$ cat src/rtl/flag_branch_unit.sv
// flag_branch_unit: NZCV flag register plus a one-request-per-cycle branch
// resolver for B.cond, CBZ and CBNZ. Each accepted request produces one
// decision (br_done/br_taken) in the following cycle. A saturating counter
// records how many branches were taken.
// Optional feature macro: FLAG_FWD_EN. When it is defined, a B.cond that
// arrives together with set_flags evaluates on the incoming flags. When it is
// undefined, such a request is stalled for one cycle.
// state_dbg exposes the IDLE/RESP state for observation.
//
// Handshake: a request transfers on a rising edge where br_valid && br_ready.
// The requester holds br_kind/br_cond stable while br_valid=1 and br_ready=0.
// br_done pulses for exactly one cycle per transferred request, and br_taken
// is meaningful only while br_done=1.
module flag_branch_unit #(
  parameter int WIDTH = 64,
  parameter int CNT_W = 16
) (
  input  logic             clk,
  input  logic             reset,
  input  logic [WIDTH-1:0] alu_result,
  input  logic             alu_negative,
  input  logic             alu_overflow,
  input  logic             alu_carry,
  input  logic             set_flags,
  input  logic             br_valid,
  input  logic [1:0]       br_kind,
  input  logic [3:0]       br_cond,
  output logic             br_ready,
  output logic             br_done,
  output logic             br_taken,
  output logic [3:0]       flags,
  output logic [CNT_W-1:0] taken_count,
  output logic             state_dbg
);

  typedef enum logic {IDLE = 1'b0, RESP = 1'b1} state_t;

  state_t     state, state_next;
  logic       z_in;
  logic [3:0] flags_in;
  logic [3:0] eval_flags;
  logic       accept;
  logic       taken_next;
  logic       taken_r;

  assign z_in     = (alu_result == '0);
  assign flags_in = {alu_negative, z_in, alu_carry, alu_overflow};

`ifdef FLAG_FWD_EN
  assign br_ready   = reset;
  assign eval_flags = set_flags ? flags_in : flags;
`else
  // A flag update in flight blocks the request so that it sees registered flags.
  assign br_ready   = reset && !set_flags;
  assign eval_flags = flags;
`endif

  assign accept = br_valid && br_ready;

  // Evaluate an ARM condition code against an {N,Z,C,V} vector.
  function automatic logic cond_eval(input logic [3:0] cond, input logic [3:0] f);
    logic n, z, c, v, gt;
    n  = f[3];
    z  = f[2];
    c  = f[1];
    v  = f[0];
    gt = !z && (n == v);
    case (cond)
      4'b0000: cond_eval = z;
      4'b0001: cond_eval = !z;
      4'b0010: cond_eval = c;
      4'b0011: cond_eval = !c;
      4'b0100: cond_eval = n;
      4'b0101: cond_eval = !n;
      4'b0110: cond_eval = v;
      4'b0111: cond_eval = !v;
      4'b1000: cond_eval = c && !z;
      4'b1001: cond_eval = !(c && !z);
      4'b1010: cond_eval = (n == v);
      4'b1011: cond_eval = (n != v);
      4'b1100: cond_eval = gt;
      4'b1101: cond_eval = !gt;
      default: cond_eval = 1'b1;  // AL and NV both branch unconditionally
    endcase
  endfunction

  // Decide the branch outcome for the request being accepted this cycle.
  always_comb begin
    taken_next = 1'b0;
    case (br_kind)
      2'b00:   taken_next = cond_eval(br_cond, eval_flags);
      2'b01:   taken_next = z_in;
      2'b10:   taken_next = !z_in;
      default: taken_next = 1'b0;  // reserved kind completes as not-taken
    endcase
  end

  // FSM state register; reset drops any pending response.
  always_ff @(posedge clk) begin
    if (!reset) state <= IDLE;
    else        state <= state_next;
  end

  // Next state: RESP follows every accept, and IDLE follows a cycle without one.
  always_comb begin
    state_next = IDLE;
    if (accept) state_next = RESP;
  end

  // Capture the decision alongside the state transition.
  always_ff @(posedge clk) begin
    if (!reset)      taken_r <= 1'b0;
    else if (accept) taken_r <= taken_next;
    else             taken_r <= 1'b0;
  end

  // Architectural flag register, written only by flag-setting ALU ops.
  always_ff @(posedge clk) begin
    if (!reset)         flags <= 4'b0000;
    else if (set_flags) flags <= flags_in;
  end

  // Reset gates the outputs directly, so a reset during RESP suppresses the decision.
  assign br_done   = reset && (state == RESP);
  assign br_taken  = br_done && taken_r;
  assign state_dbg = state;

  // Saturating count of taken decisions.
  always_ff @(posedge clk) begin
    if (!reset)
      taken_count <= '0;
    else if (br_done && br_taken && (taken_count != {CNT_W{1'b1}}))
      taken_count <= taken_count + 1'b1;
  end

endmodule

$ cat config.mk
export PLATFORM = sky130hd
export DESIGN_NAME = flag_branch_unit
export DESIGN_NICKNAME = d
export VERILOG_FILES = /design/src/rtl/flag_branch_unit.sv
export SDC_FILE = /design/constraint.sdc
export NUM_CORES = 1
export LEC_CHECK = 0
export CAP_MARGIN = 20
export CORE_AREA = 5 5 78 80
export DETAILED_ROUTE_END_ITERATION = 12
export DIE_AREA = 0 0 83 85
export DONT_BUFFER_PORTS = 1
export GPL_TIMING_DRIVEN = 1
export PLACE_DENSITY = 0.49
export SLEW_MARGIN = 10
export SYNTH_ARGS = -nofsm -noshare
export SYNTH_HDL_FRONTEND = slang
export SYNTH_SLANG_ARGS = --single-unit
$ cat constraint.sdc
create_clock -name clk -period 2 [get_ports clk]
set_input_delay 0.3 -clock clk [delete_from_list [all_inputs] [get_ports clk]]
set_output_delay 0.3 -clock clk [all_outputs]
set_load 0.1 [all_outputs]
==> results <==
- In the layout the commonest cells are 25 x buf_4, 18 x nor2_1, 18 x nor4_1, 17 x dfxtp_2, 11 x nand2_1.
- CTS placed an instance of clkbuf_8 at the clock tree root.
- Leaving out fill and tap cells, the most frequent cell in the layout is buf_4.
- At the end of the flow, the number of nets in the layout was 265.
- Counting every sink on the clock net gives 22.
- The largest single stage delay on the critical path is 0.34 ns.
- The instance count along the most critical hold path is 2.
- After detailed routing, the number of vias per cell comes to 5.17.
- The number of pins with negative max-slew slack in the final report is 0.
- The synthesized netlist contains 46 unique library cells.
- The total track usage is 11.5%.
- The final antenna-violating net count is 0.
- Of the total synthesized cell area, the portion taken by full adders, half adders and majority gates is 0.909%.
- The die covers 7060 um2.
- Of all cell types, the one taking the most synthesized area is dfxtp_1.
- The effective utilization at floorplan is 25.8%.
- After detailed routing, the average wire length per cell comes to 16.1 um.
- After synthesis, the share of cell area in mux cells is 7.36%.
- The final hold violation count was 0.
- The total vias in the final route is 1333.
- The post-route fraction of the period consumed by the critical path is 84.4%.
- In this run the mean area of a mapped cell was 8.39 um2.
- Of the total synthesized cell area, the portion taken by XOR and XNOR cells is 6.36%.
- The number of global-route vias before repair came to 1281.
- Of the total synthesized cell area, the portion taken by AND, OR, NAND and NOR gates is 35.7%.
- The signal on the critical path passes through buf_4 > and3_1 > nand4_4 > a2111oi_4 > xnor2_1 > nor2_1.
- Measured against its own limit, the worst slew margin works out to 74.7%.
- Prior to clock tree synthesis, the placed netlist has a worst setup slack of 0.0958 ns.
- Once layout is complete, the utilization of the core stands at 32.1%.
- After clock tree synthesis, the repair step resized 0 gates.
- Summing internal, switching and leakage power gives 0.000928 W.
- By startpoint and endpoint, the worst setup path is classified as flop to flop.
- The number of buffers and inverters on the critical path is 1.
- Buffers placed on the I/O ports in this run total 0.
- The detailed router finished its first iteration with 55 violations.
- The sequential share of the synthesized area is 32.0%.
- The flow ran to the end, and the final reports show no timing, DRC or antenna violations.
- Across the VDD grid, the largest voltage drop is 0.458 mV.
- The CTS tree is yes.
- The initial antenna violation count is 0.
- Of the post-synthesis cell area, the dominant cell type holds 32.0%.
- Setup repair after global routing left no endpoint under its margin.
- From synthesis to final layout, the design area changed by 24.4%.
- The max-cap violation count is 0.
- Setup violations remaining at the end of the flow were counted as 0.
- After detailed routing, the total wire length is 4140 um.
- Measured in cells, the most critical reg-to-reg path has a length of 6.
- The area of the core is 5340 um2.
- Leaving out filler cells and counting taps, the final layout contains 258.
- The die span in x is 83 um.
- In the final layout, the share of cells above drive strength 1 is 32.3%.
- For this run, design rule violations remaining after detail routing come to 0.
- In the synthesized netlist, the number of instances is 164.
- Hold repair after CTS inserted 0 buffers.
- The first global-routing pass estimated 6600 um of wire.
- The number of nets handed over by synthesis was 242.
- The largest net degree at the start of global routing is 17.
- The class of the worst hold path is primary input to flop.
- The worst setup path is launched from a flop.
- The first detailed-routing pass ran for 4 iterations.
- The depth of the critical timing path with buffers and inverters included is 6.
- The number of flip-flops and latches in the synthesized netlist is 22.
- The clock-pin slew on the worst setup and hold paths is 0.09 ns.
- The post-CTS setup repair buffer count is 0.
- The routability congestion estimate is 0.775.
- The row count is 27.
- Timing would allow up to 0.592 GHz.
- The count of flip-flops with a built-in enable after synthesis is 0.
- The cell family contributing the most delay on the critical path is simple AND/OR/NAND/NOR gates.
- In the synthesized netlist the async set-or-reset flop fraction comes to 0%.
- 101 I/O pins were placed.
- The total negative setup slack is 0 ns.
- Of all nets on the critical path, the largest fanout is 5.
- By area the synthesized netlist is led by dfxtp_1 32%, nor4_1 8.2%, mux2i_1 6.5%.
- Between clock sinks in the finished design, the worst skew comes to 0.00618 ns.
- The main combinational cell family by area after synthesis is simple AND/OR/NAND/NOR gates.
- The netlist area before placement is 1380 um2.
- The repair_antennas step left the layout with diodes totalling 0.
- The die span in y is 85 um.
- The most used flip-flop cell after synthesis is dfxtp_1.
- The compound-gate portion of the synthesized area is 13.3%.
- The worst endpoint required time is 2.16 ns.
- The analysis attributes to cell leakage a power of 0.636 nW.
- The standard cell with the maximum stage delay on the critical path is a2111oi_4.
- The half-perimeter wire length of the detailed placement result is 3470 um.
- The clock passes through at most 2 buffers.
- TritonCTS created 3 clock buffers.
- The total global routing overflow is 0.
- The ratio of total power to cell area is 542 nW/um2.
- The worst path meets setup with 0.312 ns of slack.
- The Yosys step of the flow raised 0 warnings.
- The worst setup path is captured at a flop.
- CTS built an H-tree with a depth of 1.
- The pin slew with the least headroom to its limit is 0.376 ns.
- Clock latency on the worst-skew pair, taken at its later pin, is 0.27 ns.
- The worst path in the final design needs a cycle of 1.69 ns, including I/O delays and setup.
- The data arrival time of the critical path is 1.84 ns.
- The number of cells in the design after placement is 254.
worst paths after layout:
| check | from | slack (ns) | end |
|---|---|---|---|
| setup / recovery | taken_count[0] | 0.31 | taken_count[15] |
| hold / removal | reset | 0.17 | taken_count[11] |
| setup reg to reg | taken_count[0] | 0.31 | taken_count[15] |
| hold reg to reg | taken_count[7] | 0.50 | taken_count[7] |
final cells by class:
cell class                 count  area [um2]
fill                         610        3630
multi-input combinational    129         878
sequential                    22         465
timing repair buffer          25         188
tap                           72        90.1
clock buffer                   4        66.3
inverter                       6        23.8
cells by family (layout without fill, tap and decap cells):
family / after synthesis / after routing
fa+ha+maj: 1 / 1
flops: 22 / 22
mux: 10 / 10
buf+inv: 13 / 35
compound gates: 23 / 23
xor+xnor: 10 / 10
simple gates: 85 / 85
per-layer routing:
metal,track usage [%],routed length [um],share of wire [%],vias up
li1,-,-,-,665
met1,13.7,1790,43,632
met2,19.5,2030,49,34
met3,4.76,300,7.2,2
met4,2.08,24,0.58,0
met5,0,0,0,-
sequential cells by signal (all words and copies together) (netlist names):
register and flops:
taken_r 1, flags 4, taken_count 16, state_dbg 1
power by group:
part	switching [W]	leakage, nW	internal, W
sequential	0.00000514	0.187	0.000442
combinational	0.0000710	0.415	0.0000348
clock	0.000158	0.0339	0.000217
total	0.000234	0.636	0.000694
metrics by stage:
step	hold slack, ns	cell area (um2)
3_3_place_gp	0.441	1650
3_5_place_dp	0.443	1650
6_report	0.166	1710
5_1_grt	0.150	1710
4_1_cts	0.159	1710
2_1_floorplan	0.411	1410
cells in the mapped netlist (all sizes together), types with 4 or more instances:
library cell  count
a21oi             7
clkbuf            4
dfxtp            22
inv               4
mux2i             9
nand2            11
nand3             7
nand4            11
nor2             20
nor3              6
nor4             18
xnor2             7
No activity file was read; power rests on OpenSTA's default activity.
